<file path="src/rtl/raster_pkg.sv">
// Shared constants, sequencer state encoding and tile-origin helper for the tile rasterizer.
// Latency: n/a (declarations only).
// Backpressure: n/a.
package raster_pkg;

  localparam int TILE_W      = 32;
  localparam int TILE_H      = 32;
  localparam int TILE_SHIFT  = 5;
  localparam int TILES_X_DEF = 20;
  localparam int TILES_Y_DEF = 15;
  localparam int IDX_W_DEF   = 16;
  localparam int COORD_W     = 16;
  // Tile index width: enough bits that {index, TILE_SHIFT zeros} fills a coordinate.
  localparam int TIDX_W      = COORD_W - TILE_SHIFT;

  typedef enum logic [2:0] {
    IDLE       = 3'd0,
    CLEAR      = 3'd1,
    FETCH      = 3'd2,
    CULL       = 3'd3,
    RASTER     = 3'd4,
    NEXT_SPLAT = 3'd5,
    FLUSH      = 3'd6,
    DONE       = 3'd7
  } seq_state_t;

  // Pixel origin of a tile from its tile index.
  function automatic logic [COORD_W-1:0] tile_origin(input logic [TIDX_W-1:0] t);
    return {t, {TILE_SHIFT{1'b0}}};
  endfunction

endpackage

</file>
<file path="src/rtl/tile_raster_sequencer_if.sv">
// Bundles frame control and the clear/fetch/raster/flush handshakes of the sequencer.
// Latency: n/a (wiring only).
// Backpressure: level requests held by the sequencer until the matching done pulse.
interface tile_raster_sequencer_if
  import raster_pkg::*;
#(
  parameter int IDX_W = IDX_W_DEF
) ();

  logic                       frame_start;
  logic [IDX_W-1:0]           splat_count;
  logic                       busy;
  logic                       frame_done;
  logic [COORD_W-1:0]         tile_px;
  logic [COORD_W-1:0]         tile_py;
  logic                       clr_req;
  logic                       clr_done;
  logic                       fetch_req;
  logic [IDX_W-1:0]           fetch_idx;
  logic                       fetch_valid;
  logic signed [COORD_W-1:0]  bbox_x0;
  logic signed [COORD_W-1:0]  bbox_y0;
  logic signed [COORD_W-1:0]  bbox_x1;
  logic signed [COORD_W-1:0]  bbox_y1;
  logic                       rast_start;
  logic                       rast_done;
  logic                       flush_req;
  logic                       flush_done;
  logic [IDX_W+7:0]           splats_drawn;

  // Sequencer side.
  modport master (
    input  frame_start, splat_count, clr_done, fetch_valid,
           bbox_x0, bbox_y0, bbox_x1, bbox_y1, rast_done, flush_done,
    output busy, frame_done, tile_px, tile_py, clr_req, fetch_req,
           fetch_idx, rast_start, flush_req, splats_drawn
  );

  // Frame control, splat reader, rasterizer and writeback side.
  modport slave (
    output frame_start, splat_count, clr_done, fetch_valid,
           bbox_x0, bbox_y0, bbox_x1, bbox_y1, rast_done, flush_done,
    input  busy, frame_done, tile_px, tile_py, clr_req, fetch_req,
           fetch_idx, rast_start, flush_req, splats_drawn
  );

endinterface

</file>
<file path="src/rtl/tile_bbox_cull.sv">
// Tests whether a signed splat bbox overlaps the 32x32 tile at a given pixel origin.
// Latency: combinational.
// Backpressure: none.
module tile_bbox_cull
  import raster_pkg::*;
(
  input  logic signed [COORD_W-1:0] bbox_x0,
  input  logic signed [COORD_W-1:0] bbox_y0,
  input  logic signed [COORD_W-1:0] bbox_x1,
  input  logic signed [COORD_W-1:0] bbox_y1,
  input  logic        [COORD_W-1:0] org_x,
  input  logic        [COORD_W-1:0] org_y,
  output logic                      overlap
);

  // One extra bit so unsigned tile origins and their +31 far edge compare
  // correctly against negative bbox coordinates.
  logic signed [COORD_W:0] sx0, sy0, sx1, sy1;
  logic signed [COORD_W:0] lo_x, lo_y, hi_x, hi_y;

  assign sx0  = {bbox_x0[COORD_W-1], bbox_x0};
  assign sy0  = {bbox_y0[COORD_W-1], bbox_y0};
  assign sx1  = {bbox_x1[COORD_W-1], bbox_x1};
  assign sy1  = {bbox_y1[COORD_W-1], bbox_y1};
  assign lo_x = {1'b0, org_x};
  assign lo_y = {1'b0, org_y};
  assign hi_x = lo_x + (COORD_W+1)'(TILE_W - 1);
  assign hi_y = lo_y + (COORD_W+1)'(TILE_H - 1);

  assign overlap = (sx1 >= lo_x) && (sx0 <= hi_x) &&
                   (sy1 >= lo_y) && (sy0 <= hi_y);

endmodule

</file>
<file path="src/rtl/tile_raster_sequencer.sv">
// Walks screen tiles in raster order: clear, fetch/cull/rasterize each splat, then flush.
// Latency: culled splat = fetch latency + 2 cycles; drawn splat = fetch + raster latency + 3.
// Backpressure: each level request (clr/fetch/flush) is held until its done pulse arrives.
module tile_raster_sequencer
  import raster_pkg::*;
#(
  parameter int TILES_X = TILES_X_DEF,
  parameter int TILES_Y = TILES_Y_DEF,
  parameter int IDX_W   = IDX_W_DEF
) (
  input  logic                   clk,
  input  logic                   reset_n,
  tile_raster_sequencer_if.master bus
);

  localparam int DRAWN_W = IDX_W + 8;

  seq_state_t          state;
  logic [TIDX_W-1:0]   tile_x, tile_y;
  logic [IDX_W-1:0]    count_q;
  logic [IDX_W-1:0]    fetch_idx;
  logic [DRAWN_W-1:0]  drawn;
  logic                busy, frame_done, clr_req, fetch_req, rast_start, flush_req;
  logic                overlap;
  logic                last_col, last_tile, last_splat;

  tile_bbox_cull u_cull (
    .bbox_x0 (bus.bbox_x0),
    .bbox_y0 (bus.bbox_y0),
    .bbox_x1 (bus.bbox_x1),
    .bbox_y1 (bus.bbox_y1),
    .org_x   (bus.tile_px),
    .org_y   (bus.tile_py),
    .overlap (overlap)
  );

  assign last_col   = (tile_x == TIDX_W'(TILES_X - 1));
  assign last_tile  = last_col && (tile_y == TIDX_W'(TILES_Y - 1));
  assign last_splat = (fetch_idx == count_q - 1'b1);

  // Sequencer FSM; every output is a register updated here.
  always_ff @(posedge clk or negedge reset_n) begin
    if (!reset_n) begin
      state      <= IDLE;
      tile_x     <= '0;
      tile_y     <= '0;
      count_q    <= '0;
      fetch_idx  <= '0;
      drawn      <= '0;
      busy       <= 1'b0;
      frame_done <= 1'b0;
      clr_req    <= 1'b0;
      fetch_req  <= 1'b0;
      rast_start <= 1'b0;
      flush_req  <= 1'b0;
    end else begin
      frame_done <= 1'b0;
      rast_start <= 1'b0;
      case (state)
        IDLE: begin
          if (bus.frame_start) begin
            count_q <= bus.splat_count;
            tile_x  <= '0;
            tile_y  <= '0;
            drawn   <= '0;
            busy    <= 1'b1;
            clr_req <= 1'b1;
            state   <= CLEAR;
          end
        end
        CLEAR: begin
          if (clr_req && bus.clr_done) begin
            clr_req <= 1'b0;
            if (count_q == '0) begin
              flush_req <= 1'b1;
              state     <= FLUSH;
            end else begin
              fetch_idx <= '0;
              fetch_req <= 1'b1;
              state     <= FETCH;
            end
          end
        end
        FETCH: begin
          if (fetch_req && bus.fetch_valid) begin
            fetch_req <= 1'b0;
            state     <= CULL;
          end
        end
        CULL: begin
          // Reader holds the bbox until the next fetch_req, so it is still valid here.
          if (overlap) begin
            rast_start <= 1'b1;
            state      <= RASTER;
          end else begin
            state <= NEXT_SPLAT;
          end
        end
        RASTER: begin
          if (bus.rast_done) begin
            if (drawn != '1) drawn <= drawn + 1'b1;
            state <= NEXT_SPLAT;
          end
        end
        NEXT_SPLAT: begin
          if (last_splat) begin
            flush_req <= 1'b1;
            state     <= FLUSH;
          end else begin
            fetch_idx <= fetch_idx + 1'b1;
            fetch_req <= 1'b1;
            state     <= FETCH;
          end
        end
        FLUSH: begin
          if (flush_req && bus.flush_done) begin
            flush_req <= 1'b0;
            if (last_tile) begin
              state <= DONE;
            end else begin
              // Tile origin only moves here, keeping it stable for the whole tile.
              if (last_col) begin
                tile_x <= '0;
                tile_y <= tile_y + 1'b1;
              end else begin
                tile_x <= tile_x + 1'b1;
              end
              clr_req <= 1'b1;
              state   <= CLEAR;
            end
          end
        end
        DONE: begin
          frame_done <= 1'b1;
          busy       <= 1'b0;
          state      <= IDLE;
        end
        default: state <= IDLE;
      endcase
    end
  end

  assign bus.busy         = busy;
  assign bus.frame_done   = frame_done;
  assign bus.tile_px      = tile_origin(tile_x);
  assign bus.tile_py      = tile_origin(tile_y);
  assign bus.clr_req      = clr_req;
  assign bus.fetch_req    = fetch_req;
  assign bus.fetch_idx    = fetch_idx;
  assign bus.rast_start   = rast_start;
  assign bus.flush_req    = flush_req;
  assign bus.splats_drawn = drawn;

endmodule

</file>
<file path="src/flat_wrapper.sv">
// flat-port wrapper written by rule: the top's interface ports become plain ports
module tile_raster_sequencer_flat import raster_pkg::*;
#(
  parameter int TILES_X = TILES_X_DEF,
  parameter int TILES_Y = TILES_Y_DEF,
  parameter int IDX_W   = IDX_W_DEF
)
  (clk, reset_n, bus_frame_start, bus_splat_count, bus_clr_done, bus_fetch_valid, bus_bbox_x0, bus_bbox_y0, bus_bbox_x1, bus_bbox_y1, bus_rast_done, bus_flush_done, bus_busy, bus_frame_done, bus_tile_px, bus_tile_py, bus_clr_req, bus_fetch_req, bus_fetch_idx, bus_rast_start, bus_flush_req, bus_splats_drawn);
  tile_raster_sequencer_if #(.IDX_W(IDX_W)) bus_i ();
  input  logic clk;
  input  logic reset_n;
  input wire logic [$bits(bus_i.frame_start)-1:0] bus_frame_start;
  input wire logic [$bits(bus_i.splat_count)-1:0] bus_splat_count;
  input wire logic [$bits(bus_i.clr_done)-1:0] bus_clr_done;
  input wire logic [$bits(bus_i.fetch_valid)-1:0] bus_fetch_valid;
  input wire logic [$bits(bus_i.bbox_x0)-1:0] bus_bbox_x0;
  input wire logic [$bits(bus_i.bbox_y0)-1:0] bus_bbox_y0;
  input wire logic [$bits(bus_i.bbox_x1)-1:0] bus_bbox_x1;
  input wire logic [$bits(bus_i.bbox_y1)-1:0] bus_bbox_y1;
  input wire logic [$bits(bus_i.rast_done)-1:0] bus_rast_done;
  input wire logic [$bits(bus_i.flush_done)-1:0] bus_flush_done;
  output wire logic [$bits(bus_i.busy)-1:0] bus_busy;
  output wire logic [$bits(bus_i.frame_done)-1:0] bus_frame_done;
  output wire logic [$bits(bus_i.tile_px)-1:0] bus_tile_px;
  output wire logic [$bits(bus_i.tile_py)-1:0] bus_tile_py;
  output wire logic [$bits(bus_i.clr_req)-1:0] bus_clr_req;
  output wire logic [$bits(bus_i.fetch_req)-1:0] bus_fetch_req;
  output wire logic [$bits(bus_i.fetch_idx)-1:0] bus_fetch_idx;
  output wire logic [$bits(bus_i.rast_start)-1:0] bus_rast_start;
  output wire logic [$bits(bus_i.flush_req)-1:0] bus_flush_req;
  output wire logic [$bits(bus_i.splats_drawn)-1:0] bus_splats_drawn;
  assign bus_i.frame_start = bus_frame_start;
  assign bus_i.splat_count = bus_splat_count;
  assign bus_i.clr_done = bus_clr_done;
  assign bus_i.fetch_valid = bus_fetch_valid;
  assign bus_i.bbox_x0 = bus_bbox_x0;
  assign bus_i.bbox_y0 = bus_bbox_y0;
  assign bus_i.bbox_x1 = bus_bbox_x1;
  assign bus_i.bbox_y1 = bus_bbox_y1;
  assign bus_i.rast_done = bus_rast_done;
  assign bus_i.flush_done = bus_flush_done;
  assign bus_busy = bus_i.busy;
  assign bus_frame_done = bus_i.frame_done;
  assign bus_tile_px = bus_i.tile_px;
  assign bus_tile_py = bus_i.tile_py;
  assign bus_clr_req = bus_i.clr_req;
  assign bus_fetch_req = bus_i.fetch_req;
  assign bus_fetch_idx = bus_i.fetch_idx;
  assign bus_rast_start = bus_i.rast_start;
  assign bus_flush_req = bus_i.flush_req;
  assign bus_splats_drawn = bus_i.splats_drawn;
  tile_raster_sequencer #(.TILES_X(TILES_X), .TILES_Y(TILES_Y), .IDX_W(IDX_W)) u_core (.clk(clk), .reset_n(reset_n), .bus(bus_i));
endmodule
</file>
<file path="config.mk">
export PLATFORM = sky130hd
export DESIGN_NAME = tile_raster_sequencer_flat
export DESIGN_NICKNAME = d
export VERILOG_FILES = /design/src/rtl/raster_pkg.sv /design/src/rtl/tile_raster_sequencer_if.sv /design/src/rtl/tile_bbox_cull.sv /design/src/rtl/tile_raster_sequencer.sv /design/src/flat_wrapper.sv
export SDC_FILE = /design/constraint.sdc
export NUM_CORES = 1
export LEC_CHECK = 0
export CAP_MARGIN = 5
export CORE_MARGIN = 10
export CORE_UTILIZATION = 46
export CTS_BUF_LIST = sky130_fd_sc_hd__clkbuf_4 sky130_fd_sc_hd__clkbuf_8
export DETAILED_ROUTE_END_ITERATION = 8
export PLACE_DENSITY = 0.82
export SETUP_SLACK_MARGIN = 0.1
export SLEW_MARGIN = 0
export SYNTH_ARGS = -nofsm -noshare
export SYNTH_HDL_FRONTEND = slang
export SYNTH_SLANG_ARGS = --single-unit
</file>
<file path="constraint.sdc">
create_clock -name clk -period 2.8 [get_ports clk]
set_input_delay 0.56 -clock clk [delete_from_list [all_inputs] [get_ports clk]]
set_output_delay 0.56 -clock clk [all_outputs]
set_load 0.005 [all_outputs]
</file>
==> impl_metrics.ini <==
[die]
die_w_um = 136
dieArea_mm2 = 0.0186
die_y_um = 136
io_pins = 165
rows = 42
start_util_pct = 47.1
coreArea_mm2 = 0.0132

[clock_tree]
cts_root_buffer = clkbuf_8
insertion_delay_ns = 0.36
clkTransAtPathRegs_ns = 0.08
cts_buffer_depth = 2
cts.sinks = 87
cts_tree = yes
cts-htree-levels = 3
holdBufCountCts = 0
numCtsBuffers = 9

[grt]
track_usage_pct = 19.1
grt_max_degree = 47
antenna_found_initial = 1
overflow = 0
grt_pass1_wl_mm = 29.0
grt_pass1_vias = 5859

[yosys]
ys_seq_area_share_pct = 34.9
synth-compound-area-share_pct = 13.7
muxShareOfSynthArea_pct = 3.35
synth_top_area_cell = dfrtp_1
synth_common_cells = 87 x dfrtp_1, 76 x nor2_1, 61 x nand2_1
synth-simple-area-share_pct = 24.9
syn_area_per_cell_um2 = 8.79
synth_cells = 709
synth_xor_area_share_pct = 7.17
synth_top_family_by_area = simple AND/OR/NAND/NOR gates
yosys_warnings = 0
ys_types = 69
syn-cell-area_mm2 = 0.00623
synth_area_leaders = dfrtp_1 35%, ha_1 11%, nor2_1 4.6%, xnor2_1 4.5%, nand2_1 3.7%
synthAdderAreaFrac_pct = 10.8
synth_edf_count = 0
yosysTopAreaCellShare_pct = 34.9
synth_ff_type = dfrtp_1
yosysMostFrequentCell = dfrtp_1
async_flop_share_pct = 100
yosys_register_bits = 87

[sta]
skew_ns = 0.0113
fin_ws_ns = 0.151
timing.hold.ws_ns = 0.202
hold_viol_final = 0
setup_violations = 0
tightest_slew_ns = 0.588
slew_headroom_pct = 60.8
min_period_ns = 2.65
period_share_pct = 94.6
fmax_mhz = 377
final_max_slew_viol_count = 0
rsz0062_at_grt = yes
setup_tns_ns = 0

[worst_setup_path]
crit_path_end_kind = flip-flop
cp-start-kind = flip-flop
slowest_delay_ns = 0.46
critPathKind = flip-flop to flip-flop
crit_required_ns = 3.10
cp_max_fo = 6
cp.arrival_ns = 2.95
crit_chain = nor4_4 -> nand2_4 -> or4_4 -> a2111oi_4 -> o2111ai_4 -> o21ba_4 -> nand2_1 -> mux2_2
crit_slowest_cell = dfrtp_1

[layout]
final_util_pct = 63.1
nNetsFinal = 1021
layout-drive-gt1-share_pct = 9.60
syn_to_final_growth_pct = 34.1
instances_no_fill = 1061
n_antenna_cell = 0
postLayoutCellArea_mm2 = 0.00836

[pwr]
ir_drop_uv = 412
p_leak_nw = 3.48
power_density_mw_per_mm2 = 557
p_total_mw = 4.66

[routing]
vias = 5857
vias_per_cell = 5.52
ant_nets = 0
wl_per_cell_um = 17.3
wirelength_mm = 18.4
drt-pass1-iter-count = 5
remaining_drc_errors = 0
drt_iter0_drc = 367

[placement]
gp_congestion = 0.913
placed_cells = 1043
place_area_mm2 = 0.00809
dpl.hpwl_mm = 14.2
pre_cts_ws_ns = -0.183
portBuffers = 154

[min_path]
hp-class = primary input to async pin

[outcome]
run_status = finished clean

[flow_run]
drv_cap = 0
## sequential cells by signal, indices dropped and copies added (netlist names)
signal and count:
u_core.count_q 16, u_core.bus.busy 1, u_core.state 3, u_core.bus.fetch_req 1
u_core.bus.fetch_idx 16, u_core.tile_y 11, u_core.tile_x 11, u_core.bus.rast_start 1
u_core.bus.splats_drawn 24, u_core.bus.frame_done 1, u_core.bus.flush_req 1, u_core.bus.clr_req 1
## cell families (layout without fill, tap and decap cells)
kind of cell / Yosys count / count (layout)
multiplexers: 19 / 19
XOR/XNOR: 51 / 51
other: 1 / 10
adder cells (fa/ha/maj): 54 / 54
AO/OA/AOI/OAI: 128 / 128
AND/OR/NAND/NOR: 299 / 299
flip-flops: 87 / 87
buffers and inverters: 70 / 237
## area by class of cell
cell class | count | area [um2]
clock buffers | 11 | 145
clock inverters | 5 | 33.8
fillers | 1137 | 4880
inverters | 40 | 150
multi-input cells | 561 | 3860
flip-flops and latches | 87 | 2180
well taps | 176 | 220
repair buffers | 181 | 1770
## critical path, delay by kind of cell, from the launching register on
kind / cells / cell delay [ns]
flops: 1 / 0.46
compound gates: 3 / 0.98
mux: 1 / 0.17
simple gates: 4 / 0.97
## power breakdown
| part | switching [mW] | internal (mW) |
|---|---|---|
| clock | 0.450 | 0.355 |
| sequential | 0.314 | 1.47 |
| combinational | 1.08 | 0.993 |
| total | 1.84 | 2.82 |
## cell usage in the layout, fill, tap and decap left out, drive strengths merged, types with 4 or more instances in the layout
cell type	count
mux2i	4
o21a	7
and3	14
conb	10
inv	40
dfrtp	87
nand4	29
a31oi	4
and2	7
or3	11
or4b	4
ha	54
o21ai	48
nor3b	4
clkbuf	11
nor4	13
a21oi	21
buf	28
nand3	25
clkdlybuf4s50	153
nor3	19
nand2b	12
o211ai	4
nor2	76
xnor2	32
nand2	62
a21o	9
a22o	5
o2111ai	4
nor2b	6
xor2	19
mux2	15
## routing by layer
metal  part of all wire [%]  GRT usage [%]
met5                      0              0
met4                    1.7           5.03
met3                    6.9           5.79
met2                     49           32.2
met1                     42           23.0
## repair_timing
item                                    4_1_cts  5_1_grt
setup buffers                                 0        2
resized for setup                             4       10
pin swaps                                     1        6
gates cloned                                  0        0
endpoints found under the setup margin       14       24
## path summary, 6_finish.rpt
kind / startpoint / to / slack, ns / cells after the start
setup / recovery: u_core.count_q[4] / u_core.bus.fetch_idx[0] / 0.15 / 8
hold / removal: reset_n / u_core.bus.splats_drawn[7] / 0.20 / 1
setup reg to reg: u_core.count_q[4] / u_core.bus.fetch_idx[0] / 0.15 / 8
hold reg to reg: u_core.bus.flush_req / u_core.bus.flush_req / 0.53 / 1
max in group asynchronous: reset_n / u_core.tile_x[10] / 1.94 / 2
min in group clk: u_core.bus.flush_req / u_core.bus.flush_req / 0.53 / 1
Note: power is estimated with default switching activity, not from simulation.
